File: src/rtl/aux_arb.sv
// Two-port round-robin arbiter for the AUX byte-transaction port (ARM window A, link sequencer B).
// Define AUX_RETRY_EN to retry auxerr completions up to RETRIES times before reporting the error.
//
// state | meaning
// IDLE  | waiting for a_req/b_req; grant and latch the transaction
// BUSY  | auxreq held; waiting for auxack or timeout
// DONE  | port ack pulse; one cycle with no grant so the requester can drop req
// GAP   | (AUX_RETRY_EN only) one cycle with auxreq low before re-issuing
module aux_arb #(
  parameter int TIMEOUT = 4096,
  parameter int RETRIES = 3
) (
  input  logic        clk,
  input  logic        rst,
  input  logic        a_req,
  input  logic        a_wr,
  input  logic [19:0] a_addr,
  input  logic [7:0]  a_wdata,
  output logic        a_ack,
  output logic        a_err,
  output logic [7:0]  a_rdata,
  input  logic        b_req,
  input  logic        b_wr,
  input  logic [19:0] b_addr,
  input  logic [7:0]  b_wdata,
  output logic        b_ack,
  output logic        b_err,
  output logic [7:0]  b_rdata,
  output logic        auxreq,
  output logic        auxwr,
  output logic [19:0] auxaddr,
  output logic [7:0]  auxwdata,
  input  logic        auxack,
  input  logic        auxerr,
  input  logic [7:0]  auxrdata
);

  localparam int CW = (TIMEOUT > 2) ? $clog2(TIMEOUT) : 1;
  localparam logic [CW-1:0] TO_LAST = CW'(TIMEOUT - 1);

`ifdef AUX_RETRY_EN
  localparam int RW = (RETRIES > 1) ? $clog2(RETRIES + 1) : 1;
  localparam logic [RW-1:0] RETRY_MAX = RW'(RETRIES);
  typedef enum logic [1:0] {IDLE, BUSY, DONE, GAP} state_t;
  logic [RW-1:0] retry_cnt;
`else
  typedef enum logic [1:0] {IDLE, BUSY, DONE} state_t;
`endif

  state_t        state;
  logic          gnt_b;
  logic [CW-1:0] cnt;
  logic          pick_b;

  // On a tie B wins only if A was granted last; gnt_b doubles as the last-grant pointer.
  assign pick_b = b_req & (~a_req | ~gnt_b);

  always_ff @(posedge clk) begin
    if (rst) begin
      state    <= IDLE;
      gnt_b    <= 1'b1;
      cnt      <= '0;
      auxreq   <= 1'b0;
      auxwr    <= 1'b0;
      auxaddr  <= '0;
      auxwdata <= '0;
      a_ack    <= 1'b0;
      a_err    <= 1'b0;
      a_rdata  <= '0;
      b_ack    <= 1'b0;
      b_err    <= 1'b0;
      b_rdata  <= '0;
`ifdef AUX_RETRY_EN
      retry_cnt <= '0;
`endif
    end else begin
      a_ack <= 1'b0;
      b_ack <= 1'b0;
      case (state)
        IDLE: begin
          if (a_req | b_req) begin
            gnt_b    <= pick_b;
            auxwr    <= pick_b ? b_wr    : a_wr;
            auxaddr  <= pick_b ? b_addr  : a_addr;
            auxwdata <= pick_b ? b_wdata : a_wdata;
            auxreq   <= 1'b1;
            cnt      <= '0;
`ifdef AUX_RETRY_EN
            retry_cnt <= '0;
`endif
            state    <= BUSY;
          end
        end
        BUSY: begin
          cnt <= cnt + 1'b1;
          if (auxack) begin
`ifdef AUX_RETRY_EN
            if (auxerr && (retry_cnt < RETRY_MAX)) begin
              retry_cnt <= retry_cnt + 1'b1;
              auxreq    <= 1'b0;
              cnt       <= '0;
              state     <= GAP;
            end else
`endif
            begin
              auxreq <= 1'b0;
              state  <= DONE;
              if (gnt_b) begin
                b_ack   <= 1'b1;
                b_err   <= auxerr;
                b_rdata <= auxrdata;
              end else begin
                a_ack   <= 1'b1;
                a_err   <= auxerr;
                a_rdata <= auxrdata;
              end
            end
          end else if (cnt == TO_LAST) begin
            // Timeout: fail the transaction but keep the previous read byte.
            auxreq <= 1'b0;
            state  <= DONE;
            if (gnt_b) begin
              b_ack <= 1'b1;
              b_err <= 1'b1;
            end else begin
              a_ack <= 1'b1;
              a_err <= 1'b1;
            end
          end
        end
        DONE: begin
          cnt   <= '0;
          state <= IDLE;
        end
`ifdef AUX_RETRY_EN
        GAP: begin
          auxreq <= 1'b1;
          state  <= BUSY;
        end
`endif
        default: state <= IDLE;
      endcase
    end
  end

endmodule

File: config.mk
export PLATFORM = sky130hd
export DESIGN_NAME = aux_arb
export DESIGN_NICKNAME = d
export VERILOG_FILES = /design/src/rtl/aux_arb.sv
export SDC_FILE = /design/constraint.sdc
export NUM_CORES = 1
export LEC_CHECK = 0
export CORE_MARGIN = 2
export CORE_UTILIZATION = 38
export CTS_CLUSTER_SIZE = 10
export DETAILED_ROUTE_END_ITERATION = 12
export MAX_ROUTING_LAYER = met4
export PLACE_DENSITY = 0.77
export SYNTH_ARGS = -nofsm -noshare
export SYNTH_HDL_FRONTEND = slang
export SYNTH_SLANG_ARGS = --single-unit
File: constraint.sdc
create_clock -name clk -period 1.5 [get_ports clk]
set_input_delay 0.45 -clock clk [delete_from_list [all_inputs] [get_ports clk]]
set_output_delay 0.45 -clock clk [all_outputs]
set_load 0.01 [all_outputs]
==> metrics.txt, run 1 <==
number of cells on the critical path=7; commonest non-fill, non-tap cell in the layout=clkdlybuf4s50_1; H-tree levels=3; DR pass1 iterations=4; Die ar.=~8000 µm²; Final Hold Vio Count=0; dominant synthesized flop cell=dfxtp_1; Starting Density=between 30 and 40%; TritonCTS clock tree=done; Slew HR=a little over two thirds; clk slew on worst S/H paths=70 ps; post-synth cell types=34; post-DP HPWL=5466 µm; critical path's slowest cell=dlygate4sd2_1; fin cells=551; Max Cap Violations=0; Pleak=between 0.002 and 0.0025 µW; Min Clock Period, post-route=around 1500 ps; final core occ=between 60% and 70%; Via density=between 5 and 6; Seq cells post-synth=65; Setup-failing EPs final=0; wire length per cell=14.61 µm; status=finished clean; ys async rst share=0%; Area Growth Syn to Fin=72.48%; VDD IR-drop max=around 0.56 mV; io pins=roughly 120; All-Layer GR Usage=22.00%; Synth Instances=295; CP Max Fanout=4; RSZ-0062 raised after global routing=yes; Clock Sinks=65; GP Congestion=roughly 0.88; drt drc=0; proportion of layout cells with a drive suffix above 1=20.44%; R2R setup slack=50 ps; Netlist Area Pre-Place=2733 µm²; CP max stage delay=between 200 and 300 ps; Post-Place Setup Slack=-438.0 ps; R2R depth=7; GR Overflow Total=0; crit path launch type=input port; post-route setup slack=between 40 and 50 ps; initial antenna violation count=0; vias in the first global route=2866; crit-path leading delay family=buffers and inverters; remaining antenna violation count after routing=0; syn avg cell area=approximately 9.3 µm²; largest net degree at the start of global routing=44; Fmax=between 600 and 700 MHz; worst hold path class=flip-flop to flip-flop; CP arrival=roughly 1700 ps; first-pass GRT wire length=12810 µm; Worst R2R End=auxaddr[9]; CP Capture Type=flip-flop; Root Driver=clkbuf_8; Crit Path Class=input port to flip-flop; TritonCTS buffer count=9; drt total wl=8052 µm; port bufs=between 100 and 150; sequential fraction of the synthesis area=47.62%; nets@finish=523; DR iter-0 viols=between 80 and 90; Post-synth EDFFs=0; core area=between 6000 and 7000 µm²; Worst Max-Slew Pin Slew=442.6 ps; Die Y=about 89 µm; commonest non-fill, non-tap cells in the layout=clkdlybuf4s50_1 (68), dfxtp_1 (59), dlygate4sd2_1 (52); CTS max path bufs=2; crit path cell chain=dlygate4sd2_1 -> buf_4 -> a21boi_4 -> buf_4 -> buf_4 -> mux2i_2 -> a211oi_2; fin crit share=between 90% and 100%; routed via count=2798; CP Launch Point=a_req; Critical Path RT=about 1700 ps; diode count=0; clk_lat worst skew=340 ps; Power Dens Cells=946.0 nW/µm²; Critical Path End=auxwdata[5]; Hold Worst Slack=around 440 ps; cts hold-fix bufs=0; Tot Pwr=4459 µW; Clock Skew=11.03 ps; Placed Cells=between 500 and 600; Synth Warn #=0; final max-slew violation count=0; FP Rows=30; post-synthesis net count=~370; WP buf/inv=4; reg2reg start=state[1]; Die X=between 80 and 90 µm; critical path's most frequent cell=buf_4
through the flow:
stage	setup TNS (ps)	cell area, µm²
3_5_place_dp	-19470	4299
2_1_floorplan	-2.905	2746
6_report	0	4713
5_1_grt	-41.25	4713
3_3_place_gp	-17620	4299
4_1_cts	0	4597
power breakdown:
group	switching [µW]	total (µW)	leakage, µW	internal [µW]
registers	88.7	1960	0.000537	1870
logic	507	1160	0.00139	654
clock network	696	1340	0.0000887	646
total	1290	4460	0.00202	3170
logic make-up after synthesis:
group	synth area share, %
AO/OA/AOI/OAI	17.31
adder cells (fa/ha/maj)	0.4578
buffers and inverters	3.526
flip-flops	47.62
multiplexers	14.65
AND/OR/NAND/NOR	16.44
how the worst min path moves through the flow:
stage	cells past startpoint	slack, ps	to	from
floorplan	1	450	auxreq	cnt[11]
global placement	2	440	b_rdata[5]	b_rdata[5]
detailed placement	2	450	b_err	b_err
CTS	2	460	b_err	b_err
global route	2	480	b_rdata[6]	b_rdata[6]
finish	2	440	b_err	b_err
worst min-delay path: stages, from the launching register on:
cell	delay (ps)
dfxtp_1	310
nand2_1	50
o21ai_1	50
cells in the mapped netlist (2+ instances only):
cell,instances,area (µm²)
dfxtp_1,65,1301
a31oi_1,3,18.77
o21ai_0,4,20.02
a311oi_1,3,26.28
inv_1,2,7.510
nand2_1,29,108.9
a21oi_1,14,70.07
nor4_1,2,12.51
clkbuf_1,14,52.55
o41ai_1,3,26.28
nand3_1,7,35.03
nand4_1,2,12.51
a211oi_1,30,225.2
nand2b_1,2,12.51
or2_2,2,12.51
buf_2,5,25.02
and3_1,3,18.77
o211ai_1,4,30.03
nor2_1,43,161.4
nor3_1,5,25.02
mux2i_1,40,400.4
sequential cells by signal, indices dropped and copies added (netlist names):
register / count
a_err: 1
gnt_b: 1
a_ack: 1
b_ack: 1
auxreq: 1
auxwdata: 8
a_rdata: 8
b_err: 1
auxwr: 1
auxaddr: 20
cnt: 12
state: 2
b_rdata: 8
final cells by class:
type                       count  area, µm²
timing repair buffer         164       1617
fill                         544       2156
clock inverter                 6      42.54
clock buffer                  10      137.6
multi-input combinational    208       1473
inverter                       2      7.507
tap                           96      120.1
sequential                    65       1316
layer usage:
| layer | GRT usage [%] | up-vias | part of all wire, % |
|---|---|---|---|
| li1 | - | 1386 | - |
| met1 | 24.51 | 1276 | 42 |
| met2 | 33.99 | 123 | 47 |
| met3 | 9.422 | 13 | 9.8 |
| met4 | 10.19 | 0 | 1.4 |
| met5 | - | - | 0 |
timing repair:
item                       4_1_cts  5_1_grt
setup endpoints to repair       77       40
buffers inserted                 4        2
resized for setup               60       25
pin swaps                        6        6
gates cloned                     4        0
Note: power is estimated with default switching activity, not from simulation.
==> run 2, diff against run 1 <==
Settings changed: CORE_ASPECT_RATIO set to 0.75, CORE_UTILIZATION 38 to 50, DONT_BUFFER_PORTS set to 1, PLACE_DENSITY 0.77 to 0.68.
Clock period 1.5 ns to 1.3 ns, I/O delays scaled along.
==> run 2 against run 1 <==
Against the previous run:
- the flow now finishes with violations (setup timing)
- worst hold slack got worse by 310 ps
- cell count decreased by 26%
- register-to-register slack got worse by 210 ps
- power increased by 9.8%
- design area decreased by 22%
- die area decreased by 23%
- clock power increased by 21%
- global-route usage decreased by 0.45 points
- via count decreased by 15%
- critical path type is now flip-flop to flip-flop
==> metrics.txt, run 2 (same netlist as run 1, synthesis figures left out) <==
Worst Max-Slew Pin Slew=388.2 ps (was 442.6 ps); CTS max path bufs=2 (unchanged); core area=5295 µm² (was 6869 µm²); nets@finish=401 (was 523); Crit Path Class=flip-flop to flip-flop (was input port to flip-flop); Clock Sinks=65 (unchanged); All-Layer GR Usage=21.55% (was 22.00%); worst min-delay path startpoint=rst (was b_err); Critical Path RT=1520 ps (was 1730 ps); M1 wire length=3276 µm (was 3377 µm); Die X=89.37 µm (was 88.80 µm); RSZ-0062 raised after global routing=yes (unchanged); cts hold-fix bufs=0 (unchanged); io pins=122 (unchanged); remaining antenna violation count after routing=0 (unchanged); met2 wire length=3666 µm (was 3767 µm); Multi-input gate area=1575 µm² (was 1473 µm²); status=complete, but fails checks (was finished clean); Root Driver=clkbuf_8 (unchanged); total of fill cells in the finished design=434 (was 544); Starting Density=51.61% (was 39.78%); Area Growth Syn to Fin=34.43% (was 72.48%); proportion of layout cells with a drive suffix above 1=33.63% (was 20.44%); register area=1314 µm² (was 1316 µm²); port bufs=0 (was 121); Min Clock Period, post-route=around 1500 ps; Die ar.=6079 µm² (was 7885 µm²); Worst R2R End=cnt[9] (was auxaddr[9]); initial antenna violation count=0 (unchanged); CP arrival=1680 ps (was 1690 ps); CP Max Fanout=6 (was 4); Via density=5.826 (was 5.078); post-route setup slack=-157.9 ps (was 47.62 ps); final core occ=69.38% (was 68.62%); fin crit share=112.1%; Slew HR=73.77% (was 69.91%); wire length per cell=18.32 µm (was 14.61 µm); Hold Path Depth=1 (was 2); number of flip-flops under the largest register name=20 (unchanged); setup TNS=-1085 ps (was 0 ps); routed via count=2377 (was 2798); largest net degree at the start of global routing=66 (was 44); diode count=0 (unchanged); H-tree levels=3 (unchanged); Final Hold Vio Count=0 (unchanged); Post-Place Setup Slack=-166.9 ps (was -438.0 ps); max layer used=met4 (unchanged); DR pass1 iterations=4 (unchanged); Worst Hold End=auxaddr[3] (was b_err); Fmax=just under 700 MHz; clk_lat worst skew=340 ps (about the same); VDD IR-drop max=0.9742 mV (was 0.5595 mV); reg2reg start=state[1] (unchanged); CP Capture Type=flip-flop (unchanged); Hold Worst Slack=134.7 ps (was 442.2 ps); TritonCTS buffer count=9 (unchanged); Tot Pwr=4898 µW (was 4459 µW); GR Overflow Total=0 (unchanged); FP Rows=23 (was 30); R2R setup slack=-160 ps (was 50 ps); drt total wl=7475 µm (was 8052 µm); crit path launch type=flip-flop (was input port); commonest non-fill, non-tap cells in the layout=dfxtp_1 (59), mux2i_1 (37), nor2_1 (36) (was clkdlybuf4s50_1 (68), dfxtp_1 (59), dlygate4sd2_1 (52)); met3 WL post-DR=461 µm (was 791 µm); drt drc=0 (unchanged); DR iter-0 viols=100 (was 86); TritonCTS clock tree=done (unchanged); commonest non-fill, non-tap cell in the layout=dfxtp_1 (was clkdlybuf4s50_1); Largest Register=auxaddr (unchanged); Max Cap Violations=0 (unchanged); Power Dens Cells=1333 nW/µm² (was 946.0 nW/µm²); Regs by FF count=auxaddr: 20 flops, cnt: 12 flops (unchanged); Die Y=68.02 µm (was 88.80 µm); GP Congestion=0.8183 (was 0.8846); Pleak=0.001381 µW (was 0.002019 µW); R2R depth=4 (was 7); clk slew on worst S/H paths=70 ps (about the same); final max-slew violation count=0 (unchanged); post-DP HPWL=4284 µm (was 5466 µm); vias in the first global route=1988 (was 2866); failing checks=setup timing; worst hold path class=input port to flip-flop (was flip-flop to flip-flop); Setup-failing EPs final=16 (was 0); Clock Skew=10.04 ps (was 11.03 ps); first-pass GRT wire length=9563 µm (was 12810 µm)
[run 2: cell types whose count changed in the layout (fill, tap and decap cells not counted), sizes merged]
cell	delta
bufinv	+1
bufbuf	-3
buf	-4
clkdlybuf4s50	-68
inv	-1
dlygate4sd2	-52
clkbuf	+6
clkinvlp	-1
[run 2: critical path, cell delays in order, from the launching register on]
cell	delay (ps)
dfxtp_4	380
nand2b_4	170
or4_4	460
o211ai_1	230
o41ai_2	100
[run 2: what timing repair did]
action,4_1_cts,5_1_grt
buffers inserted,2,5
resized for setup,10,43
cloned,0,7
pin swaps,4,33
endpoints found under the setup margin,28,47
[run 2: per-layer routing]
metal,global-route usage [%],vias to the layer above
met1,26.15,1149
met3,8.323,6
li1,-,1137
met2,33.06,85
met5,-,-
met4,7.276,0
[run 2: area by class of cell]
class | count | share of cell area [%]
Inverter | 2 | 0.2044
Timing Repair Buffer | 42 | 13.49
Tap cell | 75 | 2.554
Clock buffer | 11 | 3.576
Clock inverter | 5 | 1.533
Multi-Input combinational cell | 208 | 42.88
Sequential cell | 65 | 35.76
[run 2: how the worst max path moves through the flow]
stage	startpoint	endpoint	slack (ps)	cells past startpoint
final	state[1]	cnt[9]	-160	4
after global routing	cnt[1]	cnt[9]	-250	4
after CTS	cnt[1]	cnt[11]	-110	3
after detailed placement	cnt[1]	a_ack	-170	5
after global placement	cnt[1]	a_ack	-110	5
after floorplan	state[1]	cnt[7]	-100	5
[run 2: report_power, final]
part,internal (µW),switching [µW]
Combinational,472,451
Clock,883,741
Sequential,2160,193
Total,3510,1390
[run 2: per-stage QoR]
stage               cell area, µm²  cells
floorplan                     2778    295
global placement              3055    378
detailed placement            3055    378
CTS                           3293    396
global route                  3674    408
finish                        3674    408
